--- config.mk ---
export PLATFORM = sky130hd
export DESIGN_NAME = pwm_capture_flat
export DESIGN_NICKNAME = d
export VERILOG_FILES = /design/src/rtl/pwm_capture_if.sv /design/src/rtl/pwm_capture.sv /design/src/flat_wrapper.sv
export SDC_FILE = /design/constraint.sdc
export NUM_CORES = 1
export LEC_CHECK = 0
export ABC_CLOCK_PERIOD_IN_PS = 4400
export CORE_MARGIN = 1.5
export CORE_UTILIZATION = 55
export CTS_CLUSTER_SIZE = 28
export DETAILED_ROUTE_END_ITERATION = 8
export PLACE_DENSITY = 0.8
export SYNTH_ARGS = -nofsm -noshare
export SYNTH_HDL_FRONTEND = slang
export SYNTH_SLANG_ARGS = --single-unit
--- constraint.sdc ---
create_clock -name clk -period 4.4 [get_ports clk]
set_input_delay 0.88 -clock clk [delete_from_list [all_inputs] [get_ports clk]]
set_output_delay 0.88 -clock clk [all_outputs]
set_load 0.01 [all_outputs]
--- src/rtl/pwm_capture_if.sv ---
// ---------------------------------------------------------------------------
// pwm_capture_if
//
// Measurement bundle published by pwm_capture toward the status registers.
//
// Parameters:
//    CTR_WIDTH    width of both measurement fields
//
// Signals:
//    level         synchronized copy of the PWM input
//    high_count    high time of the last complete period, in samples
//    period_count  total length of the last complete period, in samples
//    valid         one-cycle strobe, measurement fields changed this cycle
//    stuck_high    sticky: input high too long / continuous 100% duty
//    stuck_low     sticky: input low too long / continuous 0% duty
//
// Modports:
//    master  the capture block, drives every field
//    slave   the consumer (status registers), reads every field
// ---------------------------------------------------------------------------
interface pwm_capture_if #(
   parameter int CTR_WIDTH = 12
);

   logic                 level;
   logic [CTR_WIDTH-1:0] high_count;
   logic [CTR_WIDTH-1:0] period_count;
   logic                 valid;
   logic                 stuck_high;
   logic                 stuck_low;

   modport master (
      output level,
      output high_count,
      output period_count,
      output valid,
      output stuck_high,
      output stuck_low
   );

   modport slave (
      input level,
      input high_count,
      input period_count,
      input valid,
      input stuck_high,
      input stuck_low
   );

endinterface

--- src/rtl/pwm_capture.sv ---
// ---------------------------------------------------------------------------
// pwm_capture
//
// Samples an asynchronous single-bit PWM waveform and measures, for every
// complete period, the number of high samples and the total number of
// samples.  A period runs from one rising-edge sample (inclusive) to the
// next rising-edge sample (exclusive).  Each finished period is published
// as a registered measurement together with a one-cycle valid strobe.
// Waveforms that stay high or low longer than the counter can express raise
// a sticky stuck flag instead of producing a measurement.
//
// Parameters:
//    CTR_WIDTH    width of the sample counter and both measurement outputs
//    SYNC_STAGES  flops in the input synchronizer chain (minimum 2)
//
// Ports:
//    clk      system clock, single clock domain
//    rst      synchronous active-high reset
//    pwm_in   asynchronous PWM input
//    meas     measurement bundle (master side): level, high_count,
//             period_count, valid, stuck_high, stuck_low
// ---------------------------------------------------------------------------
module pwm_capture #(
   parameter int CTR_WIDTH   = 12,
   parameter int SYNC_STAGES = 2
) (
   input  logic             clk,
   input  logic             rst,
   input  logic             pwm_in,
   pwm_capture_if.master    meas
);

   // Largest counter value, and the value one below it.  A high phase may
   // last at most MAX-1 samples and a full period at most MAX samples, so
   // the counter is never allowed to wrap.
   localparam logic [CTR_WIDTH-1:0] CNT_MAX    = {CTR_WIDTH{1'b1}};
   localparam logic [CTR_WIDTH-1:0] CNT_MAX_M1 = {{(CTR_WIDTH-1){1'b1}}, 1'b0};
   localparam logic [CTR_WIDTH-1:0] CNT_ONE    = {{(CTR_WIDTH-1){1'b0}}, 1'b1};

   typedef enum logic [1:0] {
      ARM  = 2'd0,
      HIGH = 2'd1,
      LOW  = 2'd2
   } state_t;

   state_t                 state_q;
   state_t                 state_d;

   logic [SYNC_STAGES-1:0] sync_q;
   logic                   prev_q;
   logic                   sync_s;
   logic                   rise;
   logic                   fall;

   logic [CTR_WIDTH-1:0]   cnt_q;
   logic [CTR_WIDTH-1:0]   cnt_d;
   logic [CTR_WIDTH-1:0]   h_q;
   logic [CTR_WIDTH-1:0]   h_d;
   logic [CTR_WIDTH-1:0]   high_q;
   logic [CTR_WIDTH-1:0]   high_d;
   logic [CTR_WIDTH-1:0]   period_q;
   logic [CTR_WIDTH-1:0]   period_d;
   logic                   valid_q;
   logic                   valid_d;
   logic                   stuck_high_q;
   logic                   stuck_high_d;
   logic                   stuck_low_q;
   logic                   stuck_low_d;

   // Input synchronizer followed by a one-sample history flop.  The chain
   // is cleared by reset so that a level already high on the pad appears as
   // a fresh rise afterwards.  New samples enter at bit 0 and the oldest
   // synchronized sample sits at the top bit.
   always_ff @(posedge clk) begin
      if (rst) begin
         sync_q <= '0;
         prev_q <= 1'b0;
      end else begin
         sync_q <= {sync_q[SYNC_STAGES-2:0], pwm_in};
         prev_q <= sync_q[SYNC_STAGES-1];
      end
   end

   // Edge detection on the synchronized sample stream.
   always_comb begin
      sync_s = sync_q[SYNC_STAGES-1];
      rise   = sync_s & ~prev_q;
      fall   = ~sync_s & prev_q;
   end

   // State, counter and measurement registers.  Reset wins over anything
   // the next-state logic wants to do in the same cycle, including closing
   // a period on a simultaneous rise.
   always_ff @(posedge clk) begin
      if (rst) begin
         state_q      <= ARM;
         cnt_q        <= '0;
         h_q          <= '0;
         high_q       <= '0;
         period_q     <= '0;
         valid_q      <= 1'b0;
         stuck_high_q <= 1'b0;
         stuck_low_q  <= 1'b0;
      end else begin
         state_q      <= state_d;
         cnt_q        <= cnt_d;
         h_q          <= h_d;
         high_q       <= high_d;
         period_q     <= period_d;
         valid_q      <= valid_d;
         stuck_high_q <= stuck_high_d;
         stuck_low_q  <= stuck_low_d;
      end
   end

   // Measurement FSM.
   //    ARM  waits for a rise; whatever came before it is a partial period
   //         and is thrown away.
   //    HIGH counts high samples; the fall latches the high time.
   //    LOW  counts low samples; the next rise publishes the measurement
   //         and immediately starts timing the following period.
   // The counter holds the number of samples seen since the opening rise,
   // including the sample currently being processed once it is updated.
   // The stuck checks look at the count before the increment so that the
   // counter stops exactly at its limit and never wraps.  Raising one stuck
   // flag drops the other, and a successful measurement drops both.
   always_comb begin
      state_d      = state_q;
      cnt_d        = cnt_q;
      h_d          = h_q;
      high_d       = high_q;
      period_d     = period_q;
      valid_d      = 1'b0;
      stuck_high_d = stuck_high_q;
      stuck_low_d  = stuck_low_q;

      case (state_q)
         ARM: begin
            if (rise) begin
               state_d = HIGH;
               cnt_d   = CNT_ONE;
            end
         end

         HIGH: begin
            if (fall) begin
               h_d     = cnt_q;
               cnt_d   = cnt_q + CNT_ONE;
               state_d = LOW;
            end else if (cnt_q == CNT_MAX_M1) begin
               stuck_high_d = 1'b1;
               stuck_low_d  = 1'b0;
               cnt_d        = '0;
               state_d      = ARM;
            end else begin
               cnt_d = cnt_q + CNT_ONE;
            end
         end

         LOW: begin
            if (rise) begin
               high_d       = h_q;
               period_d     = cnt_q;
               valid_d      = 1'b1;
               stuck_high_d = 1'b0;
               stuck_low_d  = 1'b0;
               cnt_d        = CNT_ONE;
               state_d      = HIGH;
            end else if (cnt_q == CNT_MAX) begin
               stuck_low_d  = 1'b1;
               stuck_high_d = 1'b0;
               cnt_d        = '0;
               state_d      = ARM;
            end else begin
               cnt_d = cnt_q + CNT_ONE;
            end
         end

         default: begin
            state_d = ARM;
            cnt_d   = '0;
         end
      endcase
   end

   // Every output comes straight from a flop.
   assign meas.level        = sync_s;
   assign meas.high_count   = high_q;
   assign meas.period_count = period_q;
   assign meas.valid        = valid_q;
   assign meas.stuck_high   = stuck_high_q;
   assign meas.stuck_low    = stuck_low_q;

endmodule

--- src/flat_wrapper.sv ---
// flat-port wrapper written by rule: the top's interface ports become plain ports
module pwm_capture_flat 
#(
   parameter int CTR_WIDTH   = 12,
   parameter int SYNC_STAGES = 2
)
  (clk, rst, pwm_in, meas_level, meas_high_count, meas_period_count, meas_valid, meas_stuck_high, meas_stuck_low);
  pwm_capture_if #(.CTR_WIDTH(CTR_WIDTH)) meas_i ();
  input  logic clk;
  input  logic rst;
  input  logic pwm_in;
  output wire logic [$bits(meas_i.level)-1:0] meas_level;
  output wire logic [$bits(meas_i.high_count)-1:0] meas_high_count;
  output wire logic [$bits(meas_i.period_count)-1:0] meas_period_count;
  output wire logic [$bits(meas_i.valid)-1:0] meas_valid;
  output wire logic [$bits(meas_i.stuck_high)-1:0] meas_stuck_high;
  output wire logic [$bits(meas_i.stuck_low)-1:0] meas_stuck_low;
  assign meas_level = meas_i.level;
  assign meas_high_count = meas_i.high_count;
  assign meas_period_count = meas_i.period_count;
  assign meas_valid = meas_i.valid;
  assign meas_stuck_high = meas_i.stuck_high;
  assign meas_stuck_low = meas_i.stuck_low;
  pwm_capture #(.CTR_WIDTH(CTR_WIDTH), .SYNC_STAGES(SYNC_STAGES)) u_core (.clk(clk), .rst(rst), .pwm_in(pwm_in), .meas(meas_i));
endmodule
**Word level (Yosys, flattened, before mapping)**

Index checks and enable logic that the tools add are counted.

- Add/subtract/negate cells: 1
- Eq/ne operators: 9
- Muxes and demuxes: 23
- Bitwise operators: 5
- Reductions and logical operators: 7

Operator list:

| cell | count |
|---|---|
| 12-bit two-way mux | 5 |
| 12-bit case mux with 3 select lines | 1 |
| 12-bit == test, second input constant | 2 |
| 12-bit by 1-bit adder with 12-bit output, second input constant | 1 |
| 2-bit two-way mux | 5 |
| 1-bit two-way mux | 9 |
| 3-bit by 1-bit inequality test with 1-bit output, second input constant | 2 |
| 2-bit case mux with 3 select lines | 1 |
| 2-bit by 1-bit inequality test with 1-bit output, second input constant | 2 |
| 1-bit case mux with 2 select lines | 2 |
| 2-bit AND reduction | 2 |
| 4-bit AND reduction | 1 |
| 1-bit inverter | 3 |
| 3-bit AND reduction | 1 |
| 1-bit AND | 2 |
| 2-bit by 1-bit == test with 1-bit output, second input constant | 1 |
| 2-bit == test, second input constant | 1 |
| 2-bit zero test | 1 |
| 2-bit inequality test, second input constant | 1 |
| 2-bit nonzero test | 1 |
| 2-bit OR reduction | 1 |

- Register bits: 56
- Output and inout port bits: 28

**Longest topological paths before layout**

- Depth after elaboration: 4
- Mapped depth: 8
- Depth with buffers taken out: 7

**Least setup slack after synthesis**

Ideal clock, no wire load.

- Path type: register to register
- From: register u_core.cnt_q[9]
- To: register u_core.cnt_q[10]
- Library setup time: 0.132 ns
- Arrival time: 1.648 ns
- Path slack: 2.620 ns
- Cell stages (with the launch flop): 6
- Period minus slack after synthesis: 1.780 ns
- Cells stage by stage: dfxtp_1 nand4_2 or4_4 o211a_1 nor3_4 nor3_1

- Word-level cells in the longest chain between the ends: 4
- Elaborated cells between the ends (all ways): 8
- Those cells by class: add/sub (1); eq/ne (2); mux (5)

RTL lines:

| item | RTL line | text |
|---|---|---|
| start: declaration | pwm_capture.sv:55 | `logic [CTR_WIDTH-1:0] cnt_q;` |
| start signal: assignment | pwm_capture.sv:106 | `cnt_q <= cnt_d;` |
| 12-bit by 1-bit adder with 12-bit output, or another cell as far along | pwm_capture.sv:148, pwm_capture.sv:156, pwm_capture.sv:175 |  |
| 12-bit two-way mux, on equally long branches | pwm_capture.sv:169, pwm_capture.sv:150 |  |
| 12-bit two-way mux, on equally long branches | pwm_capture.sv:161, pwm_capture.sv:146 |  |
| 12-bit case mux with 3 select lines * | pwm_capture.sv:137 | `case (state_q)` |

Every way passes the cells marked *; elsewhere a longest branch is shown, timed or not.
A chain may end at the register's enable or synchronous reset.

**Final worst setup path**

- From: register u_core.state_q[0]
- To: register u_core.state_q[0]

- Word-level cells in the longest chain between the ends: 3
- Elaborated cells between the ends (all ways): 8
- Those cells by class: eq/ne (5); mux (1); reduce/logical (2)

RTL lines:

| item | RTL line | text |
|---|---|---|
| start: declaration | pwm_capture.sv:46 | `state_t state_q;` |
| start signal: assignment | pwm_capture.sv:105 | `state_q <= state_d;` |
| 2-bit by 1-bit == test with 1-bit output, or another cell as far along | pwm_capture.sv:137 |  |
| 3-bit by 1-bit inequality test with 1-bit output (no source line) / 2-bit by 1-bit inequality test with 1-bit output (equally long branches) | - |  |
| 3-bit AND reduction (no source line) | - |  |

Several ways; a longest one is shown, not always the timed one.

==> impl_metrics.tcl <==
set metrics [dict create \
    status "complete, no violations" \
    r2r_cells 8 \
    rsz0062_at_grt "false" \
    path_clk_slew_ns 0.10 \
    diodes 0 \
    finalSetupTns_ns 0 \
    die-area_sq_mm 0.00460 \
    dp_hpwl_mm 3.28 \
    wl_mm 4.82 \
    firstDrtPassIters 4 \
    grt_pass1_wl_mm 8.22 \
    pwr_density_cell_mw_per_mm2 325 \
    cts_resized 0 \
    synthDistinctLibCells 39 \
    syn-cell-area_sq_mm 0.00231 \
    ctsHtreeMaxLevel 2 \
    endpoint "u_core.state_q[0]" \
    synth_fp_nets 292 \
    initial_utilization_pct 57.4 \
    path_buf_inv 3 \
    worstSetupPathType "register to register" \
    crit_slowest_cell "nor2_1" \
    endpoint_kind "register" \
    clock_path_buffers 2 \
    gp_congestion 0.949 \
    synth-edff-count 0 \
    postLayoutCellArea_sq_mm 0.00270 \
    syn_avg_cell_area_sq_um 8.17 \
    grt_pass1_vias 1768 \
    ir_drop_mv 0.176 \
    ys_seq_area_share_pct 48.5 \
    via_count 1945 \
    yosysTopAreaCell "dfxtp_1" \
    cts-root-buf "clkbuf_8" \
    cpPeakStageDelay_ns 0.58 \
    ys_seq_elements 56 \
    yosysWarningCount 0 \
    multi_input_area_sq_mm 0.00110 \
    syn2layout_area_growth_pct 16.9 \
    power.leakage_uw 0.000862 \
    antenna_left 0 \
    hold_viol 0 \
    crit_path_cell_trace "inv_1, ha_1, inv_1, nor2_1, buf_4, nor2_1, or3_1, a21oi_1" \
    nNetsFinal 313 \
    max_freq_mhz 457 \
    min_path_type "register to register" \
    relSlewSlack_pct 34.8 \
    crit_family "simple AND/OR/NAND/NOR gates" \
    num_rows 23 \
    finalMaxSlewViolations 0 \
    clock_sinks 56 \
    cts_buffers 5 \
    drt_iter0_markers 120 \
    timing.rr.start "u_core.state_q[0]" \
    timing.max_cap.violations 0 \
    fp.dieH_microns 67.9 \
    r2r_end "u_core.state_q[0]" \
    cp.depth 8 \
    crit_required_ns 4.64 \
    synth_area_leaders "dfxtp_1, nand2_1, a21oi_1, ha_1, clkbuf_1" \
    fin_skew_ns 0.0109 \
    critPathLaunch "u_core.state_q[0]" \
    synth_cells 283 \
    finalCritPeriodShare_pct 49.7 \
    worst_pin_slew_ns 0.978 \
    cp_max_fo 15 \
    crit_arrival_ns 2.43 \
    setup_viol 0 \
    cts_tree "yes" \
    core_area_sq_mm 0.00403 \
    nFillCells 357 \
    overflow 0 \
    clk_latency_ns 0.32 \
    seqCellArea_sq_mm 0.00112 \
    rrSetupSlack_ns 2.21 \
    wire_per_inst_microns 13.6 \
    io_pins 31 \
    cts_setup_buffers 0 \
    drc 0 \
    async_flop_share_pct 0 \
    period_minus_slack_ns 2.19 \
    dpl_cell_area_sq_mm 0.00261 \
    hold_buffers 0 \
    ys.flop_type "dfxtp_1" \
    drive_gt1_share_pct 5.90 \
    antenna_found_initial 0 \
    port_buffers 30 \
    grt_max_degree 58 \
    startpoint_type "register" \
    synth_top_area_share_pct 48.5 \
    gr-usage-all-layers_pct 23.7 \
    viasPerCell 5.48 \
    die_x_microns 67.9 \
]
[metrics by stage]
step | worst slack, ns | std cells | power [uW] | util (%) | hold WS, ns
4_1_cts | 2.18 | 355 | 884 | 67.1 | 0.459
3_5_place_dp | 2.22 | 347 | 603 | 64.8 | 0.427
6_report | 2.21 | 355 | 880 | 67.1 | 0.456
5_1_grt | 1.97 | 355 | 910 | 67.1 | 0.482
2_1_floorplan | 2.62 | 283 | 585 | - | 0.414
3_3_place_gp | 2.31 | 347 | 603 | 64.8 | 0.444
[cells by family (layout without fill, tap and decap cells)]
kind of cell,count (synthesis),after routing,synth area share [%]
XOR/XNOR,7,7,2.65
buffers and inverters,25,47,4.16
AO/OA/AOI/OAI,59,59,15.5
AND/OR/NAND/NOR,130,130,26.0
adder cells (fa/ha/maj),6,6,3.24
flip-flops,56,56,48.5
[sequential cells by signal, summed over array words and instances, names as in the netlist]
signal	count
u_core.prev_q	1
u_core.meas.stuck_high	1
u_core.h_q	12
u_core.meas.period_count	12
u_core.meas.valid	1
u_core.sync_q	2
u_core.cnt_q	12
u_core.meas.stuck_low	1
u_core.state_q	2
u_core.meas.high_count	12
[worst min path at each step]
stage | start | endpoint | slack, ns | cells past startpoint
2_1_floorplan | u_core.sync_q[0] | u_core.sync_q[1] | 0.41 | 1
3_3_place_gp | u_core.meas.period_count[6] | u_core.meas.period_count[6] | 0.44 | 2
3_5_place_dp | u_core.sync_q[0] | u_core.sync_q[1] | 0.43 | 1
4_1_cts | u_core.sync_q[0] | u_core.sync_q[1] | 0.46 | 1
5_1_grt | u_core.meas.period_count[3] | u_core.meas.period_count[3] | 0.48 | 2
6_report | u_core.sync_q[0] | u_core.sync_q[1] | 0.46 | 1
[metal layers]
metal	global-route usage, %	vias up	part of all wire, %
li1	-	987	-
met1	32.3	900	48
met2	37.1	49	46
met3	5.92	9	4.8
met4	7.75	0	1.7
met5	0	-	0
[power by group]
| group | internal [uW] | switching, uW |
|---|---|---|
| clock | 114 | 173 |
| sequential | 512 | 6.13 |
| combinational | 26.4 | 47.7 |
| total | 653 | 227 |
[area by class of cell]
| type | count | area share [%] |
|---|---|---|
| clock buffers | 5 | 2.55 |
| multi-input cells | 202 | 40.5 |
| repair buffers | 31 | 11.2 |
| flip-flops and latches | 56 | 41.5 |
| well taps | 50 | 2.31 |
| inverters | 8 | 1.11 |
| clock inverters | 3 | 0.833 |
[synth_stat cells (all sizes together), types with 3 or more instances]
| library cell | count |
|---|---|
| a21oi | 42 |
| and2 | 3 |
| clkbuf | 15 |
| dfxtp | 56 |
| ha | 6 |
| inv | 8 |
| nand2 | 85 |
| nand3 | 5 |
| nand4 | 4 |
| nor2 | 7 |
| nor2b | 5 |
| nor3 | 10 |
| o21ai | 3 |
| xnor2 | 4 |
| xor2 | 3 |
[placed cells by master, fill, tap and decap left out, types with 3 or more instances in the layout]
master and instances:
a21oi_1 42, xor2_1 3, clkdlybuf4s50_1 29, nor2_1 7
nand2_1 85, inv_1 8, and2_1 3, ha_1 6
nor3_1 9, nor2b_1 5, nand3_1 4, clkbuf_8 5
dfxtp_1 56, nand4_1 3, xnor2_1 4
(Power assumes the default switching activity.)
